## src/rtl/openofdm_rx_watchdog_mc.sv

```systemverilog
// Receiver watchdog: four independently enabled monitors (DC, SIGNAL length, equalizer
// collapse, demod timeout) drive a stretched receiver reset with hold-off and event stats.
module openofdm_rx_watchdog_mc #(
  parameter int IQ_DATA_WIDTH = 16,
  parameter int DC_WIN_LOG2   = 5,
  parameter int TIMEOUT_WIDTH = 20,
  parameter int CNT_WIDTH     = 16,
  parameter int RST_HOLD      = 4
) (
  input  logic                       clk,
  input  logic                       rstn,
  input  logic                       enable,
  input  logic [IQ_DATA_WIDTH-1:0]   i_data,
  input  logic [IQ_DATA_WIDTH-1:0]   q_data,
  input  logic                       iq_valid,
  input  logic                       power_trigger,
  input  logic [15:0]                signal_len,
  input  logic                       sig_valid,
  input  logic                       demod_is_ongoing,
  input  logic [2*IQ_DATA_WIDTH-1:0] equalizer,
  input  logic                       equalizer_valid,
  input  logic [3:0]                 cause_en,
  input  logic [7:0]                 dc_th,
  input  logic [15:0]                min_len_th,
  input  logic [15:0]                max_len_th,
  input  logic [IQ_DATA_WIDTH-1:0]   small_mag_th,
  input  logic [5:0]                 small_cnt_th,
  input  logic [TIMEOUT_WIDTH-1:0]   timeout_th,
  input  logic [7:0]                 holdoff_len,
  input  logic                       cnt_clear,
  output logic                       receiver_rst,
  output logic [3:0]                 rst_cause,
  output logic [4*CNT_WIDTH-1:0]     event_cnt
);

  localparam int ACC_W = IQ_DATA_WIDTH + DC_WIN_LOG2;
  localparam int PH_W  = ($clog2(RST_HOLD + 1) > 8) ? $clog2(RST_HOLD + 1) : 8;

  typedef enum logic [1:0] {S_MON, S_RST, S_HOLDOFF} state_t;

  // One extra bit so the most negative sample has a representable magnitude.
  function automatic logic [IQ_DATA_WIDTH:0] absVal(input logic [IQ_DATA_WIDTH-1:0] v);
    logic [IQ_DATA_WIDTH:0] e;
    e = {v[IQ_DATA_WIDTH-1], v};
    return e[IQ_DATA_WIDTH] ? ((~e) + (IQ_DATA_WIDTH + 1)'(1)) : e;
  endfunction

  state_t                   r_state;
  logic [PH_W-1:0]          r_phase;
  logic                     r_rst;
  logic signed [ACC_W-1:0]  r_accI;
  logic signed [ACC_W-1:0]  r_accQ;
  logic [DC_WIN_LOG2-1:0]   r_dcCnt;
  logic [5:0]               r_eqRun;
  logic [TIMEOUT_WIDTH-1:0] r_toCnt;
  logic [3:0]               r_cause;
  logic [CNT_WIDTH-1:0]     r_evCnt [4];

  logic                     w_mon;
  logic                     w_dcQual;
  logic                     w_dcLast;
  logic signed [ACC_W-1:0]  w_sumI;
  logic signed [ACC_W-1:0]  w_sumQ;
  logic [IQ_DATA_WIDTH-1:0] w_meanI;
  logic [IQ_DATA_WIDTH-1:0] w_meanQ;
  logic [IQ_DATA_WIDTH:0]   w_dcThExt;
  logic [IQ_DATA_WIDTH:0]   w_smallTh;
  logic                     w_eqSmall;
  logic [5:0]               w_eqRunNext;
  logic                     w_dcTrig;
  logic                     w_lenTrig;
  logic                     w_eqTrig;
  logic                     w_toTrig;
  logic [3:0]               w_trig;
  logic                     w_any;

  assign w_mon    = (r_state == S_MON);
  assign w_dcQual = enable & power_trigger & cause_en[0];
  assign w_dcLast = &r_dcCnt;
  assign w_sumI   = r_accI + {{DC_WIN_LOG2{i_data[IQ_DATA_WIDTH-1]}}, i_data};
  assign w_sumQ   = r_accQ + {{DC_WIN_LOG2{q_data[IQ_DATA_WIDTH-1]}}, q_data};
  // The upper slice of the window sum is exactly the arithmetic shift by DC_WIN_LOG2.
  assign w_meanI   = w_sumI[ACC_W-1:DC_WIN_LOG2];
  assign w_meanQ   = w_sumQ[ACC_W-1:DC_WIN_LOG2];
  assign w_dcThExt = {{(IQ_DATA_WIDTH - 7){1'b0}}, dc_th};
  assign w_dcTrig  = w_dcQual & iq_valid & w_dcLast &
                     ((absVal(w_meanI) > w_dcThExt) | (absVal(w_meanQ) > w_dcThExt));

  assign w_lenTrig = enable & cause_en[1] & sig_valid &
                     ((signal_len < min_len_th) | (signal_len > max_len_th));

  assign w_smallTh   = {1'b0, small_mag_th};
  assign w_eqSmall   = (absVal(equalizer[2*IQ_DATA_WIDTH-1:IQ_DATA_WIDTH]) < w_smallTh) &&
                       (absVal(equalizer[IQ_DATA_WIDTH-1:0]) < w_smallTh);
  assign w_eqRunNext = !w_eqSmall ? 6'd0 : ((&r_eqRun) ? r_eqRun : r_eqRun + 6'd1);
  assign w_eqTrig    = cause_en[2] & equalizer_valid & (small_cnt_th != 6'd0) &
                       w_eqSmall & (w_eqRunNext >= small_cnt_th);

  assign w_toTrig = cause_en[3] & demod_is_ongoing & (timeout_th != '0) &
                    (r_toCnt == timeout_th);

  assign w_trig = {w_toTrig, w_eqTrig, w_lenTrig, w_dcTrig} & {4{w_mon}};
  assign w_any  = |w_trig;

  always_ff @(posedge clk or negedge rstn) begin
    if (!rstn) begin
      r_state <= S_MON;
      r_phase <= '0;
      r_rst   <= 1'b0;
    end else begin
      case (r_state)
        S_MON: begin
          if (w_any) begin
            r_state <= S_RST;
            r_phase <= '0;
            r_rst   <= 1'b1;
          end
        end
        S_RST: begin
          if (r_phase == PH_W'(RST_HOLD - 1)) begin
            r_rst   <= 1'b0;
            r_phase <= '0;
            r_state <= (holdoff_len == 8'd0) ? S_MON : S_HOLDOFF;
          end else begin
            r_phase <= r_phase + PH_W'(1);
          end
        end
        S_HOLDOFF: begin
          // >= rather than == so a threshold lowered mid hold-off cannot strand the FSM.
          if ((r_phase + PH_W'(1)) >= PH_W'(holdoff_len)) begin
            r_phase <= '0;
            r_state <= S_MON;
          end else begin
            r_phase <= r_phase + PH_W'(1);
          end
        end
        default: begin
          r_state <= S_MON;
          r_phase <= '0;
          r_rst   <= 1'b0;
        end
      endcase
    end
  end

  always_ff @(posedge clk or negedge rstn) begin
    if (!rstn) begin
      r_accI  <= '0;
      r_accQ  <= '0;
      r_dcCnt <= '0;
    end else if (!w_mon || !w_dcQual || (iq_valid && w_dcLast)) begin
      r_accI  <= '0;
      r_accQ  <= '0;
      r_dcCnt <= '0;
    end else if (iq_valid) begin
      r_accI  <= w_sumI;
      r_accQ  <= w_sumQ;
      r_dcCnt <= r_dcCnt + 1'b1;
    end
  end

  always_ff @(posedge clk or negedge rstn) begin
    if (!rstn) begin
      r_eqRun <= '0;
      r_toCnt <= '0;
    end else begin
      if (!w_mon || !cause_en[2]) r_eqRun <= '0;
      else if (equalizer_valid)   r_eqRun <= w_eqRunNext;

      if (!w_mon || !cause_en[3] || !demod_is_ongoing) r_toCnt <= '0;
      else if (!(&r_toCnt))                            r_toCnt <= r_toCnt + 1'b1;
    end
  end

  always_ff @(posedge clk or negedge rstn) begin
    if (!rstn) begin
      r_cause <= '0;
      for (int i = 0; i < 4; i++) r_evCnt[i] <= '0;
    end else if (cnt_clear) begin
      r_cause <= '0;
      for (int i = 0; i < 4; i++) r_evCnt[i] <= '0;
    end else begin
      if (w_any) r_cause <= w_trig;
      for (int i = 0; i < 4; i++) begin
        if (w_trig[i] && !(&r_evCnt[i])) r_evCnt[i] <= r_evCnt[i] + 1'b1;
      end
    end
  end

  assign receiver_rst = r_rst;
  assign rst_cause    = r_cause;
  assign event_cnt    = {r_evCnt[3], r_evCnt[2], r_evCnt[1], r_evCnt[0]};

endmodule

```

## config.mk

```make
export PLATFORM = sky130hd
export DESIGN_NAME = openofdm_rx_watchdog_mc
export DESIGN_NICKNAME = d
export VERILOG_FILES = /design/src/rtl/openofdm_rx_watchdog_mc.sv
export SDC_FILE = /design/constraint.sdc
export NUM_CORES = 1
export LEC_CHECK = 0
export BUFFER_PORTS_ARGS = -buffer_cell sky130_fd_sc_hd__clkbuf_2
export CORE_MARGIN = 2
export CORE_UTILIZATION = 35
export CTS_BUF_LIST = sky130_fd_sc_hd__clkbuf_4 sky130_fd_sc_hd__clkbuf_8
export DETAILED_ROUTE_END_ITERATION = 10
export PLACE_DENSITY_LB_ADDON = 0.2
export SYNTH_ARGS = -nofsm -noshare
export SYNTH_HDL_FRONTEND = slang
export SYNTH_SLANG_ARGS = --single-unit
```

## constraint.sdc

```tcl
create_clock -name clk -period 4.63 [get_ports clk]
set_input_delay 0.2315 -clock clk [delete_from_list [all_inputs] [get_ports clk]]
set_output_delay 0.2315 -clock clk [all_outputs]
set_load 0.01 [all_outputs]
```

# Word-level counts from Yosys, hierarchy flattened
# Index checks and enable logic that the tools add are counted.
dict set report classes {
  n_addsub 14
  multipliers 0
  div_mod_pow 0
  magnitude_cmp 8
  eq_ne 8
  n_shift 0
  muxes 35
  bitwise 23
  n_reduce_logical 41
}
# cell n
set op_table {}
lappend op_table {{two-way mux 21 bit} 4}
lappend op_table {{adder 17 x 1 -> 17 bit (second input constant)} 4}
lappend op_table {{two-way mux 17 bit} 4}
lappend op_table {{NOT 17 bit} 4}
lappend op_table {{adder 16 x 1 -> 16 bit (second input constant)} 4}
lappend op_table {{two-way mux 16 bit} 4}
lappend op_table {{two-way mux 64 bit} 1}
lappend op_table {{AND reduction 16 bit} 4}
lappend op_table {{adder 21 bit} 2}
lappend op_table {{two-way mux 20 bit} 2}
lappend op_table {{greater-than comparator 17 x 8 -> 1 bit} 2}
lappend op_table {{< comparator 17 x 16 -> 1 bit} 2}
lappend op_table {{two-way mux 6 bit} 4}
lappend op_table {{two-way mux 8 bit} 3}
lappend op_table {{case mux 8 bit (3 select lines)} 1}
lappend op_table {{adder 20 x 1 -> 20 bit (second input constant)} 1}
lappend op_table {{== test 20 bit} 1}
lappend op_table {{AND reduction 20 bit} 1}
lappend op_table {{nonzero test 20 bit} 1}
lappend op_table {{greater-than comparator 16 bit} 1}
lappend op_table {{< comparator 16 bit} 1}
lappend op_table {{AND 1 bit} 15}
lappend op_table {{nonzero test 2 bit} 7}
lappend op_table {{two-way mux 5 bit} 2}
lappend op_table {{28 further kinds} 54}
dict set report totals {
  register_bits 152
  latch_bits 0
  ramBits 0
  mem_bits_ro 0
  in_bits 183
  output_inout_bits 69
  word_cells 142
  memories 0
}

# Longest topological paths before layout
dict set report depth {
  word_depth 12
  ltp_mapped 29
  mapped_depth_nobuf 29
}

# Least setup slack after synthesis
# No wires, ideal clock.
dict set report synth_timing {
  path_type {input port to flip-flop}
  startpoint {in equalizer[1]}
  endpoint {reg r_evCnt (netlist bit event_cnt[44])}
  setup_ns 0.078
  t_arrival_ns 5.469
  setup_slack_ns -0.917
  stages 27
  path_cell_list {inv_1 ha_1 nand2_1 or3_1 or3_1 o41ai_1 xnor2_1 ha_1 a21o_1 a22oi_1 o211ai_1 or4_1 o21ai_0 o21a_1 nand2_1 ha_1 nand2b_1 a21o_1 a21o_1 a21o_1 a21o_1 a21oi_1 a311o_1 nor3_1 nand2_1 or3_1 a21oi_1}
}
dict set report synth_via {
  elab_chain_cells 11
  elab_cells_between_ends 12
  cone_classes {add/sub (1); order compare (2); mux (2); bitwise (4); reduce/logical (3)}
}
# element line_no
set synth_rtl {}
lappend synth_rtl {{from (decl)} 20} ;# input logic [2*IQ_DATA_WIDTH-1:0] equalizer,
lappend synth_rtl {{NOT 17 bit} 45} ;# return e[IQ_DATA_WIDTH] ? ((~e) + (IQ_DATA_WIDTH + 1)'(1)) : e;
lappend synth_rtl {{adder 17 x 1 -> 17 bit} 45}
lappend synth_rtl {{two-way mux 17 bit (*)} 45}
lappend synth_rtl {{< comparator 17 x 16 -> 1 bit (*)} 94} ;# (absVal(equalizer[IQ_DATA_WIDTH-1:0]) < w_smallTh);
lappend synth_rtl {{logical AND 1 bit (*)} 93} ;# assign w_eqSmall = (absVal(equalizer[2*IQ_DATA_WIDTH-1:IQ_DATA_WIDTH]) < w_smallTh) &&
lappend synth_rtl {{two-way mux 6 bit} 95} ;# assign w_eqRunNext = !w_eqSmall ? 6'd0 : ((&r_eqRun) ? r_eqRun : r_eqRun + 6'd1);
lappend synth_rtl {{greater-or-equal comparator 6 bit} 97} ;# w_eqSmall & (w_eqRunNext >= small_cnt_th);
lappend synth_rtl {{AND 1 bit (*)} 97}
lappend synth_rtl {{AND 4 bit (*)} 102} ;# assign w_trig = {w_toTrig, w_eqTrig, w_lenTrig, w_dcTrig} & {4{w_mon}};
lappend synth_rtl {{logical AND 1 bit (*)} 185} ;# if (w_trig[i] && !(&r_evCnt[i])) r_evCnt[i] <= r_evCnt[i] + 1'b1;
lappend synth_rtl {{nonzero test 2 bit (no source line) (*)} -}
lappend synth_rtl {{to (decl)} 57} ;# logic [CNT_WIDTH-1:0] r_evCnt [4];
# Mark *: on every way between the ends. The rest lies on a longest branch, timed or not.
# A chain may end at the register's enable or synchronous reset.

# Final worst setup path
dict set report layout_timing {
  startpoint {in equalizer[0]}
  endpoint {reg r_cause[3] (netlist: rst_cause[3])}
}
dict set report layout_via {
  elab_chain_cells 11
  elab_cells_between_ends 12
  cone_classes {add/sub (1); order compare (2); mux (2); bitwise (4); reduce/logical (3)}
}
# element line_no
set layout_rtl {}
lappend layout_rtl {{NOT 17 bit} 45}
lappend layout_rtl {{adder 17 x 1 -> 17 bit} 45}
lappend layout_rtl {{two-way mux 17 bit (*)} 45}
lappend layout_rtl {{< comparator 17 x 16 -> 1 bit (*)} 94}
lappend layout_rtl {{logical AND 1 bit (*)} 93}
lappend layout_rtl {{two-way mux 6 bit} 95}
lappend layout_rtl {{greater-or-equal comparator 6 bit} 97}
lappend layout_rtl {{AND 1 bit (*)} 97}
lappend layout_rtl {{AND 4 bit (*)} 102}
lappend layout_rtl {{OR reduction 4 bit (*)} 103} ;# assign w_any = |w_trig;
lappend layout_rtl {{nonzero test 2 bit (no source line) (*)} -}
lappend layout_rtl {{to (signal assigned)} 183} ;# if (w_any) r_cause <= w_trig;
lappend layout_rtl {{to (decl)} 56} ;# logic [3:0] r_cause;
# Marked as above.

==> results.yml <==
clocking:
  cts_tree: "done"
  cts.sinks: 152
  clock-root-buffer: "clkbuf_8"
  insertion_delay_ps: 510
  clock_path_buffers: 2
  clk_pin_slew_ps: 100
  htree_levels: 4
  cts_made_buffers: 17
synth:
  post_synth_mux_area_share: 0.0279
  synth-simple-area-share: 0.223
  synth_compound_area_frac: 0.208
  seq_area_frac_synth: 0.275
  yosys_warnings: 0
  yosys.area.top_type_share: 0.275
  async_flop_share: 1.00
  syn_nets: 1982
  synth_area_leaders: "dfrtp_1, ha_1, xnor2_1, nand2_1, nor2_1"
  synthXorXnorAreaFrac: 0.0839
  ys_seq_elements: 152
  synth-adder-area-share: 0.136
  netlist_instances: 1650
  syn_area_per_cell_um2: 8.38
  synth_area_leader_cell: "dfrtp_1"
  syn-cell-area_um2: 13800
  synth-edff-count: 0
  synth_cell_type_count: 92
  synth_top_family_by_area: "simple AND/OR/NAND/NOR gates"
  synth_common_cells: "dfrtp_1, nand2_1, ha_1, nor2_1, inv_1"
  synth_ff_type: "dfrtp_1"
final_layout:
  multi_input_area_um2: 9910
  nets: 2409
  drive_above_1_share: 0.290
  register_area_um2: 3800
  syn2layout_area_growth_pct: 31.1
  n_fill_cell: 3834
grt:
  grt_use_total: 0.211
  antenna_found_initial: 1
  gr-total-overflow: 0
  grt_max_degree: 103
  grt_pass1_wl_um: 70200
  grt_pass1_vias: 13500
timing:
  maxSlewViolCount: 0
  setup_viol: 47
  timing.final.crit_share: 1.09
  clock.fmax_mhz: 198
  hold_violations: 0
  fin_hold_ws_ps: 69.8
  relSlewSlack: 0.256
  fin_skew_ps: 17.6
  setup_slack_ps: -420
  setup-tns-final_ps: -13520
  grt_setup_unrepaired: "yes"
  worstMarginPinSlew_ps: 1120
  period_minus_slack_ps: 5050
setup_path:
  cp-end-kind: "register"
  critical-path-slowest-cell: "or4_1"
  path_common_cell: "a21o_1"
  critical_path_class: "in2reg"
  cp.required_ps: 5050
  cp-start-kind: "input pin"
  max_stage_delay_ps: 500
  cp_data_arrival_time_ps: 5470
  path_max_fanout: 4
  ff2ff_setup_slack_ps: -310
detailed_routing:
  drtIter0Drc: 654
  routed_wl_um: 43300
  routed_via_density: 5.28
  ant_nets: 0
  drc: 0
  drt_pass1_iterations: 5
  num_vias: 13800
  wire_per_inst_um: 16.6
floorplan:
  initial_core_util: 0.356
  die_y_um: 203
  rows: 72
  pin_count: 252
  dieWidth_um: 203
  dieArea_um2: 41100
  core_um2: 38800
power:
  power_density_nw_per_um2: 209
  irDropWorstVdd_uv: 160
  p_leak_nw: 8.74
hold_path:
  worstHoldPathType: "in2reg"
run_status:
  violations: "negative setup slack"
  status: "finished, violations left"
place:
  gp_congestion: 0.903
  dp_hpwl_um: 33800
  port-buffer-count: 251
flow_run:
  maxCapViolations: 0
cell type report:
type / instances / share of cell area
Clock inverter: 13 / 0.00614
Antenna cell: 2 / 0.000276
Inverter: 110 / 0.0239
Tap cell: 518 / 0.0357
Sequential cell: 152 / 0.210
Multi-Input combinational cell: 1337 / 0.547
Clock buffer: 19 / 0.0141
Timing Repair Buffer: 459 / 0.164
timing repair:
item                       CTS  global route
setup buffers               11             9
setup endpoints to repair   47            47
resized for setup           63            47
hold endpoints to repair    50             0
pin swaps                   37            26
hold buffers                 1             0
cloned                       3             0
report_power, final:
part / internal, mW / switching, mW
Clock: 0.407 / 0.605
Combinational: 0.637 / 0.747
Sequential: 1.36 / 0.0327
cell usage in the layout, fill, tap and decap left out, types with 29 or more instances in the layout:
cell type  synthesis  final
clkbuf_2           2    248
buf_4              1    192
dfrtp_1          152    152
ha_1             147    145
nand2_1          152    144
nor2_1           138    135
inv_1            110    108
a21oi_1           90     88
o21ai_0           95     88
xnor2_1           74     72
nand3_1           62     56
xor2_1            53     53
a21o_1            36     36
nand4_1           36     36
and3_1            30     30
nor3_1            37     29
stage by stage:
| stage | setup WS, ps | utilization | area (um2) | power, mW | std cells |
|---|---|---|---|---|---|
| finish | -420 | 0.467 | 18100 | 3.79 | 2610 |
| global route | -647 | 0.467 | 18100 | 4.05 | 2609 |
| CTS | -347 | 0.461 | 17900 | 3.82 | 2601 |
| detailed placement | -1030 | 0.439 | 17000 | 2.73 | 2554 |
| global placement | -966 | 0.439 | 17000 | 2.71 | 2554 |
| floorplan | -705 | - | 13900 | 2.20 | 1650 |
registers in the layout, summed over array words and instances, names as in the netlist:
name          flops
event_cnt        64
r_accI           21
r_accQ           21
r_toCnt          20
r_phase           8
r_eqRun           6
r_dcCnt           5
rst_cause         4
r_state           2
receiver_rst      1
critical path, delay by kind of cell:
kind,cells,cell delay (ps)
buf+inv,4,500
compound gates,15,2530
fa+ha+maj,3,660
simple gates,6,1430
xor+xnor,1,150
kinds of logic (layout without fill, tap and decap cells):
| group | after synthesis | after routing |
|---|---|---|
| flip-flops | 152 | 152 |
| adder cells (fa/ha/maj) | 149 | 149 |
| multiplexers | 36 | 36 |
| AO/OA/AOI/OAI | 421 | 421 |
| AND/OR/NAND/NOR | 601 | 601 |
| other | 0 | 2 |
| XOR/XNOR | 130 | 130 |
| buffers and inverters | 161 | 601 |
metal layers:
metal  share of wire  global-route usage
met4           0.027              0.0779
met1            0.46               0.280
met5               0                   0
met2            0.46               0.349
met3           0.043              0.0307
worst paths after layout:
check                           depth (start not counted)            end          from
worst max register to register                         24     r_phase[0]     r_accI[0]
worst min-delay path                                    3      r_accQ[0]     q_data[0]
max in group asynchronous                               3  event_cnt[33]          rstn
worst max-delay path                                   29   rst_cause[3]  equalizer[0]
worst min register to register                          2      r_accI[8]     r_accI[8]
min in group asynchronous                               2    r_toCnt[16]          rstn
Note: power is estimated with default switching activity, not from simulation.
